===== src/rtl/mem_port_arbiter.sv =====
// mem_port_arbiter: shares one single-ported memory between instruction fetch (im side)
// and load/store (dm side). Each access occupies the memory for MEM_LAT cycles; the
// completion cycle doubles as the next issue opportunity.
// Optional build macro: ARB_RR_EN selects round-robin arbitration instead of the
// default fixed priority (DM over IF).
module mem_port_arbiter #(
  parameter int ADDR_W  = 32,
  parameter int DATA_W  = 32,
  parameter int MEM_LAT = 2
) (
  input  logic                clk,
  input  logic                rst,
  input  logic                if_req,
  input  logic [ADDR_W-1:0]   if_addr,
  output logic [DATA_W-1:0]   if_rdata,
  output logic                if_valid,
  input  logic                dm_req,
  input  logic [ADDR_W-1:0]   dm_addr,
  input  logic [DATA_W-1:0]   dm_wdata,
  input  logic [DATA_W/8-1:0] dm_web,
  output logic [DATA_W-1:0]   dm_rdata,
  output logic                dm_valid,
  output logic                mem_en,
  output logic [ADDR_W-1:0]   mem_addr,
  output logic [DATA_W-1:0]   mem_wdata,
  output logic [DATA_W/8-1:0] mem_web,
  input  logic [DATA_W-1:0]   mem_rdata,
  output logic                stall_if,
  output logic                stall_mem
);

  localparam int CNT_W = $clog2(MEM_LAT + 1);

  typedef enum logic [1:0] {IDLE, BUSY_IF, BUSY_DM} state_t;

  state_t           state;
  logic [CNT_W-1:0] cnt;

  logic done;
  logic if_done;
  logic dm_done;
  logic can_issue;
  logic if_eff;
  logic dm_eff;
  logic grant_if;
  logic grant_dm;

`ifdef ARB_RR_EN
  logic last_dm;  // 1 when the most recent grant went to DM, 0 for IF
`endif

  // Completion detection, request qualification and arbitration for this cycle.
  // Issue is gated with rst so mem_en/mem_web drop asynchronously on reset even
  // while a request is still being held by the pipeline.
  always_comb begin
    done      = (state != IDLE) && (cnt == CNT_W'(1));
    if_done   = done && (state == BUSY_IF);
    dm_done   = done && (state == BUSY_DM);
    can_issue = !rst && ((state == IDLE) || done);
    // a requester's req in its own completion cycle still refers to that access
    if_eff    = if_req && !if_done;
    dm_eff    = dm_req && !dm_done;
`ifdef ARB_RR_EN
    grant_dm  = can_issue && dm_eff && (!if_eff || !last_dm);
`else
    grant_dm  = can_issue && dm_eff;
`endif
    grant_if  = can_issue && if_eff && !grant_dm;
  end

  // Memory-side and CPU-side outputs; all combinational from the current state.
  always_comb begin
    mem_en    = grant_if || grant_dm;
    mem_addr  = grant_dm ? dm_addr : if_addr;
    mem_wdata = dm_wdata;
    mem_web   = grant_dm ? dm_web : '0;
    if_valid  = if_done && !rst;
    dm_valid  = dm_done && !rst;
    if_rdata  = mem_rdata;
    dm_rdata  = mem_rdata;
    stall_if  = !rst && if_req && !if_valid;
    stall_mem = !rst && dm_req && !dm_valid;
  end

  // Access sequencer: load latency counter on issue, count down while busy.
  always_ff @(posedge clk or posedge rst) begin
    if (rst) begin
      state <= IDLE;
      cnt   <= '0;
    end else if (grant_dm) begin
      state <= BUSY_DM;
      cnt   <= CNT_W'(MEM_LAT);
    end else if (grant_if) begin
      state <= BUSY_IF;
      cnt   <= CNT_W'(MEM_LAT);
    end else if (done) begin
      state <= IDLE;
      cnt   <= '0;
    end else if (state != IDLE) begin
      cnt   <= cnt - CNT_W'(1);
    end
  end

`ifdef ARB_RR_EN
  // Remember the last winner so a simultaneous request alternates.
  always_ff @(posedge clk or posedge rst) begin
    if (rst) begin
      last_dm <= 1'b0;
    end else if (grant_dm) begin
      last_dm <= 1'b1;
    end else if (grant_if) begin
      last_dm <= 1'b0;
    end
  end
`endif

endmodule


===== config.mk =====
export PLATFORM = sky130hd
export DESIGN_NAME = mem_port_arbiter
export DESIGN_NICKNAME = d
export VERILOG_FILES = /design/src/rtl/mem_port_arbiter.sv
export SDC_FILE = /design/constraint.sdc
export NUM_CORES = 1
export LEC_CHECK = 0
export ABC_AREA = 1
export CORE_AREA = 4 4 103 105
export DETAILED_ROUTE_END_ITERATION = 6
export DIE_AREA = 0 0 107 109
export PLACE_DENSITY = 0.72
export SLEW_MARGIN = 40
export SYNTH_ARGS = -nofsm -noshare
export SYNTH_HDL_FRONTEND = slang
export SYNTH_SLANG_ARGS = --single-unit

===== constraint.sdc =====
create_clock -name clk -period 3.2 [get_ports clk]
set_input_delay 0.64 -clock clk [delete_from_list [all_inputs] [get_ports clk]]
set_output_delay 0.64 -clock clk [all_outputs]
set_load 0.01 [all_outputs]

==> metrics.md, run 1 <==
| Metric | Value |
|---|---|
| Result of the run | `finished, final reports clean` |
| Final clock skew | `0.00120 ns` |
| Post-Place Cell Area | `2050 um2` |
| Total CTS buffers | `3` |
| Terminating pin of the worst hold path | `cnt[0]$_DFFE_PP0P_` |
| Util after Layout | `21.7%` |
| Min setup slack post-route | `~0.18 ns` |
| Period utilisation layout | `approximately 94%` |
| Setup Viol. Count Final | `0` |
| DPL Wire Length | `4760 um` |
| Number of antenna violations at the first check in global routing | `0` |
| Number of standard cells after synthesis | `approximately 250` |
| Maximum buffer depth of the clock tree | `2` |
| Slew Limit Headroom | `85.3%` |
| TritonCTS clock tree | `yes` |
| Reported max-cap violation count | `0` |
| Cell type contributing the most total cell area after synthesis | `buf_4` |
| Via count of the first global-routing pass | `1,505` |
| Minimum clock period | `3.02 ns` |
| Area of the multi-input gates | `roughly 540 um2` |
| Post-route cell area | `2090 um2` |
| Hold path cells | `2` |
| Number of register bits inferred by synthesis | `4` |
| Die area | `between 10,000 and 15,000 um2` |
| RSZ-0062 raised after global routing | `no` |
| Required @ worst endpoint | `2.56 ns` |
| Dominant synthesized flop cell | `dfrtp_1` |
| Sw Share | `44.3%` |
| Top-count cell post-synth | `buf_4` |
| Launching element type of the critical path | `input port` |
| Detailed-route wire length | `5520 um` |
| Worst R2R End | `cnt[0]$_DFFE_PP0P_` |
| Global route total overflow | `0` |
| Worst-path fanout max | `14` |
| Critical register-to-register path startpoint | `cnt[1]$_DFFE_PP0P_` |
| Clock sinks | `4` |
| Skew-Pair Late Insertion Delay | `0.21 ns` |
| Post-synthesis instance area | `1470 um2` |
| Via total after detailed routing | `around 1.5k` |
| Post-CTS Repair Setup Buffers | `0` |
| Quantity of gates resized following cts | `0` |
| Transition time of the tightest slew-check pin | `0.221 ns` |
| Hold_buf cts | `0` |
| Part of the total power dissipated in combinational logic | `slightly below 80%` |
| H-tree depth | `1` |
| P&R area growth vs syn | `42.2%` |
| Die X | `roughly 110 um` |
| Largest net degree at the start of global routing | `27` |
| Pint | `544 uW` |
| Top cells by area, synth | `buf_4, nand2_1, nand3_1` |
| Path type of the worst setup path | `input port to primary output` |
| Synthesis warning total | `0` |
| Worst reg-to-reg setup slack | `around 1.8 ns` |
| Antenna diode count | `0` |
| Cell row count | `36` |
| Highest achievable clock rate | `between 300 and 400 MHz` |
| Source of the worst hold timing path | `cnt[0]$_DFFE_PP0P_` |
| Number of primary I/O pins | `approximately 270` |
| Number of pins exceeding their max-slew limit in the final report | `0` |
| Sw power | `roughly 430 uW` |
| Synth unique cells | `16` |
| Register clock-pin slew on the reported worst setup and hold paths | `roughly 0.03 ns` |
| WP data arrival | `2.38 ns` |
| Number of enable flip-flop cells after synthesis | `0` |
| CTS root buffer | `clkbuf_8` |
| Area fraction of the dominant cell type after synthesis | `50.6%` |
| Starting utilization of the core area | `approximately 15%` |
| Share of post-route cells with drive strength above 1 | `5.75%` |
| Post-Syn Nets | `383` |
| Setup crit end kind | `primary output` |
| Maximum ir drop on the vdd rail | `0.000178 V` |
| Total routing usage reported by global routing | `8.41%` |
| Cell count of the worst reg-to-reg path | `8` |
| Ranking of synthesized cells by instance count | `buf_4, nand2_1, nand3_1, inv_1, nor2_1` |
| Placeable Area | `9640 um2` |
| FFs w/ async S/R, synth | `100%` |
| Post-synthesis average cell area | `5.98 um2` |
| Post-route DRC | `0` |
| Register area | `100 um2` |
| Antenna-violating nets left | `0` |
| PD cells | `467 nW/um2` |
| Routability congestion estimate from global placement | `0.693` |
| Clock Power Share | `10.5%` |
| Wire length of the first global-routing pass | `7490 um` |
| Routed WL per cell | `14.0 um` |
| Final hold viol count | `0` |
| Count of buffers from port buffering | `112` |
| Vias per Instance | `between 3 and 4` |
| Nets | `400` |
| Sequential-to-total area share from yosys stat | `6.81%` |
| Leakage dissipation | `about 0.00094 uW` |
| Fraction of power consumed by sequential logic | `10.2%` |
| Setup slack at placement | `about 0.18 ns` |
| Y dimension of the die | `109 um` |
| Number of fill cells | `1,093` |
| Total iterations of the first detailed-routing run | `4` |
| Worst Hold Class | `flop to flop` |
| Fin Setup TNS | `0 ns` |
| Number of design-rule violations left by the first detailed-router iteration | `131` |
kinds of logic (layout without fill, tap and decap cells):
logic type / count (synthesis) / after routing / share of synthesized area (%)
DFF: 4 / 4 / 6.81
adders and majority gates: 1 / 1 / 0.851
AOI/OAI and AO/OA: 4 / 4 / 1.70
and+or+nand+nor: 117 / 117 / 34.1
buffers and inverters: 120 / 135 / 56.5
placed cells by master (no fill, tap or decap), drive strengths merged:
master / instances
dfrtp: 4
o22ai: 1
inv: 14
clkbuf: 3
nand4: 1
ha: 1
nand3b: 1
clkdlybuf4s50: 112
nor2: 10
o21ai: 2
nand3: 37
nand2: 68
buf: 6
a21oi: 1
worst max path at each step:
stage / end / depth (start not counted) / startpoint
after global routing: mem_addr[9] / 8 / rst
after global placement: mem_addr[9] / 8 / rst
after floorplan: mem_addr[21] / 7 / dm_req
final: mem_addr[5] / 8 / rst
after detailed placement: mem_addr[9] / 8 / rst
after CTS: mem_addr[9] / 8 / rst
through the flow:
step | total power [uW] | hold WS [ns] | instances
after global placement | 862 | 0.523 | 391
after floorplan | 595 | 0.406 | 246
after detailed placement | 886 | 0.555 | 391
final | 976 | 0.559 | 394
after CTS | 998 | 0.564 | 394
after global routing | 1070 | 0.596 | 394
state kept, by name, summed over array words and instances, names as in the netlist:
register and flops:
cnt 2, state 2
routing by layer:
layer | share of wire, % | track usage [%]
met1 | 24 | 4.96
met2 | 56 | 18.5
met3 | 17 | 4.20
met4 | 4.3 | 4.93
met5 | 0 | 0
power by group through the flow:
| stage | clock, uW | sequential [uW] | combinational, uW |
|---|---|---|---|
| after floorplan | 0 | 96.6 | 499 |
| after global placement | 0 | 98.1 | 764 |
| after detailed placement | 0 | 99.7 | 786 |
| after CTS | 108 | 99.1 | 791 |
| after global routing | 110 | 106 | 851 |
| final | 103 | 99.2 | 774 |
critical path, cell delays in order:
cell,delay (ns)
clkdlybuf4s50_1,0.48
nor2_1,0.20
nand2_1,0.09
inv_2,0.08
buf_4,0.19
nand3_1,0.09
nand2_1,0.07
clkdlybuf4s50_1,0.53
cell type report:
class | instances | area share [%]
clock buffer | 3 | 1.97
inverter | 14 | 2.51
multi-input combinational | 122 | 25.8
sequential | 4 | 4.79
tap | 133 | 7.96
timing repair buffer | 118 | 57.0
No activity file was read; power rests on OpenSTA's default activity.
==> run 2, diff against run 1 <==
SKIP_CTS_REPAIR_TIMING = 1   (was not set)
==> results of run 2 <==
The final DEF is identical to that of run 1; final timing and power are the same.
